File: config.mk
export PLATFORM = sky130hd
export DESIGN_NAME = fpu_issue_arbiter_flat
export DESIGN_NICKNAME = d
export VERILOG_FILES = /design/src/rtl/core_pkg.sv /design/src/rtl/fpu_issue_arbiter_pkg.sv /design/src/rtl/fpu_issue_arbiter_if.sv /design/src/rtl/fpu_issue_arbiter_slot.sv /design/src/rtl/fpu_issue_arbiter.sv /design/src/flat_wrapper.sv
export SDC_FILE = /design/constraint.sdc
export NUM_CORES = 1
export LEC_CHECK = 0
export CAP_MARGIN = 20
export CORE_ASPECT_RATIO = 0.8
export CORE_MARGIN = 3
export CORE_UTILIZATION = 49
export DETAILED_ROUTE_END_ITERATION = 7
export PLACE_DENSITY = 0.77
export SYNTH_ARGS = -nofsm -noshare
export SYNTH_HDL_FRONTEND = slang
export SYNTH_SLANG_ARGS = --single-unit
File: constraint.sdc
create_clock -name clk -period 8.3 [get_ports clk]
set_input_delay 1.66 -clock clk [delete_from_list [all_inputs] [get_ports clk]]
set_output_delay 1.66 -clock clk [all_outputs]
set_load 0.05 [all_outputs]
File: src/rtl/core_pkg.sv
// Shared core types used by the execute-side units.
// Holds the uop and branch broadcast bundles.
package core_pkg;

    localparam int SQN_WIDTH = 7;

    typedef logic [SQN_WIDTH-1:0] SqN;

    typedef struct packed {
        logic [31:0] srcA;
        logic [31:0] srcB;
        logic [6:0]  tagDst;
        logic [4:0]  opcode;
        SqN          sqN;
        logic        valid;
    } EX_UOp;

    typedef struct packed {
        SqN   sqN;
        logic taken;
    } BranchProv;

endpackage

File: src/rtl/fpu_issue_arbiter_pkg.sv
// FPU issue arbiter: defaults and sqN age helpers.
// Age compares use the wrapped signed difference of sqNs.
package fpu_issue_arbiter_pkg;
    import core_pkg::*;

    localparam int DEF_NUM_PORTS = 2;
    localparam int DEF_SQN_W     = SQN_WIDTH;

    // True when sqN is younger than the taken branch.
    function automatic logic isFlushed(input SqN sqN, input BranchProv br);
        SqN d;
        d = sqN - br.sqN;
        return br.taken && !d[SQN_WIDTH-1] && (d != '0);
    endfunction

    // True when a is strictly older than b.
    function automatic logic isOlder(input SqN a, input SqN b);
        SqN d;
        d = a - b;
        return d[SQN_WIDTH-1];
    endfunction

endpackage

File: src/rtl/fpu_issue_arbiter_if.sv
// FPU issue arbiter bus: issue requests in, FPU uop out.
// master = issue side / FPU, slave = arbiter.
interface fpu_issue_arbiter_if #(
    parameter int NUM_PORTS = 2
);
    import core_pkg::*;

    localparam int PW = (NUM_PORTS > 1) ? $clog2(NUM_PORTS) : 1;

    logic                 en;
    BranchProv            IN_branch;
    EX_UOp                IN_uop [NUM_PORTS];
    logic [NUM_PORTS-1:0] OUT_stall;
    EX_UOp                OUT_uop;
    logic                 OUT_fpuEn;
    logic [PW-1:0]        OUT_grantPort;

    modport master (
        output en, IN_branch, IN_uop,
        input  OUT_stall, OUT_uop, OUT_fpuEn, OUT_grantPort
    );

    modport slave (
        input  en, IN_branch, IN_uop,
        output OUT_stall, OUT_uop, OUT_fpuEn, OUT_grantPort
    );

endinterface

File: src/rtl/fpu_issue_arbiter_slot.sv
// One-entry holding slot for a single FPU issue port.
// A granted slot may reload in the same cycle.
module fpu_arb_slot
    import core_pkg::*;
    import fpu_issue_arbiter_pkg::*;
(
    input  logic      clk,
    input  logic      rst,
    input  EX_UOp     inUop,
    input  BranchProv branch,
    input  logic      grant,
    output logic      full,
    output logic      cand,
    output EX_UOp     uop,
    output logic      stall
);

    logic heldFlush;
    logic inFlush;
    logic accept;

    // Candidate, backpressure and accept decisions.
    always_comb begin
        heldFlush = full && isFlushed(uop.sqN, branch);
        inFlush   = isFlushed(inUop.sqN, branch);
        cand      = full && !heldFlush;
        stall     = cand && !grant;
        accept    = inUop.valid && !stall && !inFlush;
    end

    // Occupancy: reload wins over drain so nothing upstream is lost.
    always_ff @(posedge clk) begin
        if (rst)
            full <= 1'b0;
        else if (accept)
            full <= 1'b1;
        else if (heldFlush || grant)
            full <= 1'b0;
    end

    // Payload capture.
    always_ff @(posedge clk) begin
        if (accept)
            uop <= inUop;
    end

endmodule

File: src/rtl/fpu_issue_arbiter.sv
// Shares the single-cycle FPU between issue ports (oldest-first).
// FPU_ARB_ROUND_ROBIN_EN selects round-robin instead of age.
module fpu_issue_arbiter
    import core_pkg::*;
    import fpu_issue_arbiter_pkg::*;
#(
    parameter int NUM_PORTS = DEF_NUM_PORTS,
    parameter int SQN_W     = DEF_SQN_W
)(
    input logic                clk,
    input logic                rst,
    fpu_issue_arbiter_if.slave bus
);

    localparam int PW = (NUM_PORTS > 1) ? $clog2(NUM_PORTS) : 1;

    logic [NUM_PORTS-1:0] full;
    logic [NUM_PORTS-1:0] cand;
    logic [NUM_PORTS-1:0] grant;
    logic [NUM_PORTS-1:0] stall;
    EX_UOp                slotUop [NUM_PORTS];

    logic [PW-1:0]        win;
    logic                 anyCand;
    EX_UOp                nxtUop;
    EX_UOp                outUop;
    logic [PW-1:0]        grantPort;
    logic [SQN_W-1:0]     outSqN;

    for (genvar g = 0; g < NUM_PORTS; g++) begin : gSlot
        fpu_arb_slot uSlot (
            .clk    (clk),
            .rst    (rst),
            .inUop  (bus.IN_uop[g]),
            .branch (bus.IN_branch),
            .grant  (grant[g]),
            .full   (full[g]),
            .cand   (cand[g]),
            .uop    (slotUop[g]),
            .stall  (stall[g])
        );
    end

`ifdef FPU_ARB_ROUND_ROBIN_EN
    logic [PW-1:0] rrPtr;
    logic [PW:0]   rrSum;
    logic [PW-1:0] rrIdx;

    // Round-robin pick: first candidate at or after rrPtr.
    always_comb begin
        win     = '0;
        anyCand = 1'b0;
        rrSum   = '0;
        rrIdx   = '0;
        for (int k = NUM_PORTS - 1; k >= 0; k--) begin
            rrSum = {1'b0, rrPtr} + (PW+1)'(k);
            if (rrSum >= (PW+1)'(NUM_PORTS))
                rrSum = rrSum - (PW+1)'(NUM_PORTS);
            rrIdx = rrSum[PW-1:0];
            if (cand[rrIdx]) begin
                win     = rrIdx;
                anyCand = 1'b1;
            end
        end
    end

    // Pointer moves past the winner on every grant.
    always_ff @(posedge clk) begin
        if (rst)
            rrPtr <= '0;
        else if (|grant)
            rrPtr <= (win == PW'(NUM_PORTS - 1)) ? '0 : win + PW'(1);
    end
`else
    // Age pick: oldest candidate, lowest index on a tie.
    always_comb begin
        win     = '0;
        anyCand = 1'b0;
        for (int i = 0; i < NUM_PORTS; i++) begin
            if (cand[i] &&
                (!anyCand || isOlder(slotUop[i].sqN, slotUop[win].sqN))) begin
                win     = PW'(i);
                anyCand = 1'b1;
            end
        end
    end
`endif

    // Grant vector and next FPU uop.
    always_comb begin
        for (int i = 0; i < NUM_PORTS; i++)
            grant[i] = bus.en && anyCand && (win == PW'(i));
        nxtUop       = slotUop[win];
        nxtUop.valid = 1'b1;
    end

    // FPU input register.
    always_ff @(posedge clk) begin
        if (rst) begin
            outUop.valid <= 1'b0;
            grantPort    <= '0;
        end else if (|grant) begin
            outUop    <= nxtUop;
            grantPort <= win;
        end else begin
            outUop.valid <= 1'b0;
        end
    end

    assign outSqN            = outUop.sqN;
    assign bus.OUT_stall     = stall;
    assign bus.OUT_uop       = outUop;
    assign bus.OUT_grantPort = grantPort;
    assign bus.OUT_fpuEn     = bus.en && outUop.valid &&
                               !isFlushed(outSqN, bus.IN_branch);

endmodule

File: src/flat_wrapper.sv
// flat-port wrapper written by rule: the top's interface ports become plain ports
module fpu_issue_arbiter_flat import core_pkg::*; import fpu_issue_arbiter_pkg::*;
#(
    parameter int NUM_PORTS = DEF_NUM_PORTS,
    parameter int SQN_W     = DEF_SQN_W
)
  (clk, rst, bus_en, bus_IN_branch, bus_IN_uop, bus_OUT_stall, bus_OUT_uop, bus_OUT_fpuEn, bus_OUT_grantPort);
  fpu_issue_arbiter_if #(.NUM_PORTS(NUM_PORTS)) bus_i ();
  input logic clk;
  input logic rst;
  input wire logic [$bits(bus_i.en)-1:0] bus_en;
  input wire logic [$bits(bus_i.IN_branch)-1:0] bus_IN_branch;
  input wire logic [$bits(bus_i.IN_uop)-1:0] bus_IN_uop;
  output wire logic [$bits(bus_i.OUT_stall)-1:0] bus_OUT_stall;
  output wire logic [$bits(bus_i.OUT_uop)-1:0] bus_OUT_uop;
  output wire logic [$bits(bus_i.OUT_fpuEn)-1:0] bus_OUT_fpuEn;
  output wire logic [$bits(bus_i.OUT_grantPort)-1:0] bus_OUT_grantPort;
  assign bus_i.en = bus_en;
  assign bus_i.IN_branch = bus_IN_branch;
  assign bus_i.IN_uop = {>>{bus_IN_uop}};
  assign bus_OUT_stall = bus_i.OUT_stall;
  assign bus_OUT_uop = bus_i.OUT_uop;
  assign bus_OUT_fpuEn = bus_i.OUT_fpuEn;
  assign bus_OUT_grantPort = bus_i.OUT_grantPort;
  fpu_issue_arbiter #(.NUM_PORTS(NUM_PORTS), .SQN_W(SQN_W)) u_core (.clk(clk), .rst(rst), .bus(bus_i));
endmodule
==> results_dict.tcl, run 1 <==
set metrics [dict create \
    outcome "complete, no violations" \
    final_cell_area_um2 14300 \
    switching_share_pct 23.8 \
    drtPass1Iterations 5 \
    grt_use_total_pct 19.5 \
    routabilityCongestion 0.936 \
    end_kind "primary output" \
    cts.sinks 253 \
    worst_pin_slew_ns 1.07 \
    cts_made_buffers 25 \
    grt_pass1_vias 6404 \
    area_growth_pct 34.8 \
    post_cts_buffers 0 \
    ir_drop_v 0.000167 \
    core_um2 21000 \
    power_density_nw_per_um2 221 \
    ant_nets 0 \
    final_common_cell "clkdlybuf4s50_1" \
    clockBufferDepth 3 \
    fillCellCount 1417 \
    cts_root_buf "clkbuf_16" \
    die_h_um 138 \
    start_kind "primary input" \
    final_core_util_pct 68.3 \
    power_frac_comb_pct 17.1 \
    cts_tree "done" \
    finalMaxSlewViolations 0 \
    grt_pass1_wl_um 35400 \
    postPlaceCellArea_um2 13600 \
    ios 267 \
    fin_nets 1086 \
    final_cell_mix "266 x clkdlybuf4s50_1, 249 x edfxtp_1, 60 x mux2_4, 35 x ha_1, 34 x inv_1" \
    power_frac_clock_pct 33.3 \
    ctsHoldBuffers 0 \
    period_share_pct 85.4 \
    portBuffers 266 \
    num_rows 47 \
    num_vias 6070 \
    synth_seq_cells 253 \
    p_sw_mw 0.755 \
    hold_path_class "flop to flop" \
    final_layout_size_suffix_gt1_share_pct 15.6 \
    hold_viol 0 \
    cp.required_ns 6.64 \
    internal-power_mw 2.41 \
    floorplan.initialDensity_pct 50.7 \
    initialDrtViolationCount 449 \
    ys.flop_type "edfxtp_1" \
    dp_hpwl_um 17100 \
    synth_edf_count 249 \
    die_width_um 171 \
    clkLatencyLatePin_ns 0.51 \
    p_seq_share_pct 49.7 \
    h-tree-depth 1 \
    crit_arrival_ns 5.43 \
    async_flop_share_pct 0 \
    criticalPathCategory "primary input to primary output" \
    antenna-diode-count 0 \
    drcViolationCount 0 \
    grt_max_degree 52 \
    ys_types 59 \
    avgSynthCellArea_um2 18.4 \
    viasPerCell 5.27 \
    cp_max_fo 7 \
    skew_ns 0.0119 \
    slew_headroom_pct 28.2 \
    antenna_found_initial 0 \
    p_leak_nw 5.35 \
    wirelength_um 23700 \
    synth_nets 798 \
    syn_area_um2 10600 \
    grt_setup_unrepaired "false" \
    tns_ns 0 \
    maxCapViolCount 0 \
    hold_slack_ns 0.544 \
    synth_warnings 0 \
    timing.fmax_mhz 141 \
    setup_viol 0 \
    post_cts_resized 0 \
    path_clk_slew_ns 0.06 \
    wire_per_inst_um 20.5 \
    ys_seq_area_share_pct 71.0 \
    synthCells 579 \
    period_needed_ns 7.09 \
    floorplan.die_area_um2 23500 \
    grt_remaining_overflow 0 \
]
power groups by stage:
stage | combinational [mW] | sequential [mW] | clock (mW)
after floorplan | 0.282 | 1.67 | 0
after global placement | 0.521 | 1.60 | 0
after detailed placement | 0.542 | 1.60 | 0
after CTS | 0.544 | 1.57 | 1.08
after global routing | 0.576 | 1.58 | 1.13
final | 0.541 | 1.57 | 1.05
cell type report:
class                      instances  area [um2]  area share [%]
inverter                          35         131           0.916
clock buffer                      31         648            4.52
timing repair buffer             273        2760            19.2
tap                              269         337            2.35
clock inverter                    12         110           0.768
multi-input combinational        279        2800            19.5
sequential                       253        7560            52.7
worst max-delay path: stages:
cell             delay, ns
clkdlybuf4s50_1       0.61
inv_1                 0.27
fa_1                  0.56
a21o_1                0.21
a2111oi_2             0.37
a31oi_1               0.10
nor3_2                0.25
nor3_2                0.11
o41a_1                0.34
inv_1                 0.12
clkdlybuf4s50_1       0.82
kinds of logic after synthesis:
family / count (synthesis) / share of synthesized area, %
muxes: 90 / 11.5
AOI/OAI and AO/OA: 71 / 5.00
adders and majority gates: 40 / 5.06
xor gates and xnor gates: 15 / 1.23
DFF: 253 / 71.0
and+or+nand+nor: 63 / 3.25
buffers and inverters: 47 / 2.90
path summary, 6_finish.rpt:
path	start	to	slack (ns)	cells past startpoint
hold reg to reg	u_core.gSlot[1].uSlot.uop[54]	u_core.bus.OUT_uop[54]	0.54	1
hold / removal	u_core.gSlot[1].uSlot.uop[54]	u_core.bus.OUT_uop[54]	0.54	1
setup / recovery	bus_IN_branch[2]	bus_OUT_stall[0]	1.21	11
setup reg to reg	u_core.gSlot[0].uSlot.uop[1]	u_core.bus.OUT_uop[76]	4.14	12
state kept, by name, indices dropped and copies added (netlist names):
signal	cells
u_core.outSqN	7
u_core.gSlot.uSlot.full	2
u_core.bus.OUT_grantPort	1
u_core.gSlot.uSlot.uop	166
u_core.bus.OUT_uop	77
metal layers:
layer  wire (um)  track usage, %  vias to the layer above  share of wire, %
li1            -               -                     2817                 -
met1        9970            25.9                     2965                42
met2       10900            31.4                      250                46
met3        2300            6.48                       38               9.7
met4         506            4.86                        0               2.1
met5           0               0                        -                 0
Yosys cell counts (all sizes together) (2+ instances only):
cell	count	area (um2)
a211oi	3	32.5
a21o	8	67.6
a21oi	19	103
a221oi	2	30.0
a31oi	4	25.0
a32oi	2	17.5
buf	12	178
dfxtp	4	80.1
edfxtp	249	7480
fa	5	100
ha	35	438
inv	35	131
mux2	82	1150
mux2i	8	80.1
nand2	10	37.5
nand2b	5	31.3
nand3	4	20.0
nand3b	3	26.3
nor2	18	67.6
nor2b	5	31.3
nor3	7	45.0
nor4	3	33.8
o21a	3	22.5
o21ai	12	71.3
or3	4	25.0
xnor2	11	96.3
xor2	4	35.0
metrics by stage:
step	power (mW)	std cells	setup WS, ns
2_1_floorplan	1.95	579	0.813
3_3_place_gp	2.12	1108	1.32
3_5_place_dp	2.14	1109	1.19
4_1_cts	3.20	1152	1.19
5_1_grt	3.29	1152	1.02
6_report	3.17	1152	1.21
Power figures use the tool's default switching activity.
==> inputs of run 2 (changes only) <==
SETUP_SLACK_MARGIN = 0.5   (was not set)
==> results of run 2 <==
The final DEF is identical to that of run 1; final timing and power are the same.
==> inputs of run 3 (changes only) <==
RECOVER_POWER = 100   (was not set)
==> results_dict.tcl, run 3 (same netlist as run 1, synthesis figures left out) <==
set metrics [dict create \
    placed_cells 1109 \
    cts_tree "done" \
    finalMaxSlewViolations 176 \
    crit_chain "dlygate4sd3_1, inv_1, fa_1, a21o_1, a2111oi_0, a31oi_1, nor3_1, nor3_1, o41a_1, inv_1, dlygate4sd3_1" \
    ctsHoldBuffers 0 \
    start_kind "primary input" \
    ios 267 \
    p_seq_share_pct 50.7 \
    cts_root_buf "clkbuf_16" \
    cts_made_buffers 25 \
    r2r-start "u_core.gSlot[1].uSlot.uop[1]" \
    post_cts_resized 0 \
    final_layout_size_suffix_gt1_share_pct 9.17 \
    viasPerCell 5.29 \
    instances_no_fill 1156 \
    switching_share_pct 24.1 \
    outcome "finished, violations left" \
    min_to "u_core.bus.OUT_uop[30]" \
    final_common_cell "dlygate4sd3_1" \
    power_frac_clock_pct 34.0 \
    largest_reg_flops 166 \
    grt_remaining_overflow 0 \
    grt_use_total_pct 19.5 \
    holdPathStages 1 \
    power_density_nw_per_um2 220 \
    portBuffers 266 \
    r2r_slack_ns 2.67 \
    die_h_um 138 \
    timing.fmax_mhz 134 \
    worst_pin_slew_ns 3.04 \
    post_cts_buffers 0 \
    num_vias 6115 \
    rr_worst_depth 13 \
    grt_pass1_wl_um 35400 \
    top_register "u_core.gSlot.uSlot.uop" \
    num_rows 47 \
    cp.required_ns 6.64 \
    p_sw_mw 0.747 \
    hold_viol 0 \
    initialDrtViolationCount 484 \
    antenna_found_initial 8 \
    internal-power_mw 2.36 \
    hold_path_class "flop to flop" \
    skew_ns 0.0136 \
    power_frac_comb_pct 15.3 \
    floorplan.die_area_um2 23500 \
    final_cell_mix "255 x dlygate4sd3_1, 249 x edfxtp_1, 47 x mux2_1, 35 x ha_1, 34 x inv_1" \
    path_delay_family "buffers and inverters" \
    ir_drop_v 0.000167 \
    grt_max_degree 52 \
    crit_slowest_cell "dlygate4sd3_1" \
    setup_viol 0 \
    drtPass1Iterations 5 \
    path_clk_slew_ns 0.06 \
    period_needed_ns 7.47 \
    violations "capacitance limit, slew limit" \
    end_kind "primary output" \
    slowest_delay_ns 0.89 \
    p_leak_nw 5.12 \
    floorplan.initialDensity_pct 50.7 \
    area_growth_pct 32.3 \
    cts.sinks 253 \
    die_width_um 171 \
    criticalPathCategory "primary input to primary output" \
    wirelength_um 23700 \
    reg2reg_to "u_core.gSlot[1].uSlot.uop[61]" \
    dp_hpwl_um 17100 \
    grt_pass1_vias 6404 \
    slew_headroom_pct -103 \
    critPathBufInv 4 \
    maxCapViolCount 5 \
    tns_ns 0 \
    ant_nets 0 \
    h-tree-depth 1 \
    clkLatencyLatePin_ns 0.51 \
    fin_nets 1086 \
    routabilityCongestion 0.936 \
    period_share_pct 90.0 \
    cp_max_fo 7 \
    grt_setup_unrepaired "false" \
    clockBufferDepth 3 \
    worstHoldStart "u_core.gSlot[1].uSlot.uop[30]" \
    core_um2 21000 \
    drcViolationCount 0 \
    wire_per_inst_um 20.5 \
    crit_arrival_ns 5.81 \
]
## run 3: metal layers
metal	track usage (%)	wire [um]	up-vias
li1	-	-	2820
met1	25.9	10100	2958
met2	31.4	10800	278
met3	6.48	2240	49
met4	4.86	518	10
met5	0	49	-
## run 3: worst max path at each step
stage	start	end	cells after the start
floorplan	bus_IN_branch[1]	u_core.gSlot[1].uSlot.uop[10]	11
finish	bus_IN_branch[2]	bus_OUT_stall[0]	11
detailed placement	bus_IN_branch[2]	bus_OUT_stall[0]	11
CTS	bus_IN_branch[2]	bus_OUT_stall[0]	11
global route	bus_IN_branch[2]	bus_OUT_stall[0]	11
global placement	bus_IN_branch[2]	bus_OUT_stall[0]	11
## run 3: layout make-up
| type | instances | area [um2] |
|---|---|---|
| well taps | 269 | 337 |
| diodes | 4 | 10.0 |
| clock inverters | 12 | 110 |
| multi-input cells | 279 | 2540 |
| repair buffers | 273 | 2750 |
| fillers | 1500 | 6910 |
| inverters | 35 | 131 |
| flip-flops and latches | 253 | 7560 |
| clock buffers | 31 | 648 |
## run 3: per-stage QoR
step | cell area [um2] | power, mW | setup slack (ns) | utilization [%] | hold WS [ns]
finish | 14100 | 3.10 | 0.831 | 67.1 | 0.528
global route | 14100 | 3.23 | 0.681 | 67.1 | 0.548
CTS | 14300 | 3.20 | 1.19 | 68.3 | 0.547
detailed placement | 13600 | 2.14 | 1.19 | 64.7 | 0.531
global placement | 13600 | 2.12 | 1.32 | 64.6 | 0.528
floorplan | 10600 | 1.95 | 0.813 | - | 0.523
## run 3: worst reg2reg max path: stages, from the launching register on
cell      delay (ns)
edfxtp_1        0.38
inv_1           0.11
ha_1            0.17
inv_1           0.06
fa_1            0.45
a211oi_1        0.40
nor2_1          0.10
o41ai_1         0.38
a221oi_2        0.14
a21o_4          0.21
o211ai_1        0.12
clkinv_1        0.14
nor2_1          2.23
buf_12          0.35
## run 3: power groups by stage
stage	sequential (mW)	clock [mW]	combinational [mW]
floorplan	1.67	0	0.282
global placement	1.60	0	0.521
detailed placement	1.60	0	0.542
CTS	1.57	1.08	0.544
global route	1.58	1.13	0.512
finish	1.57	1.06	0.475
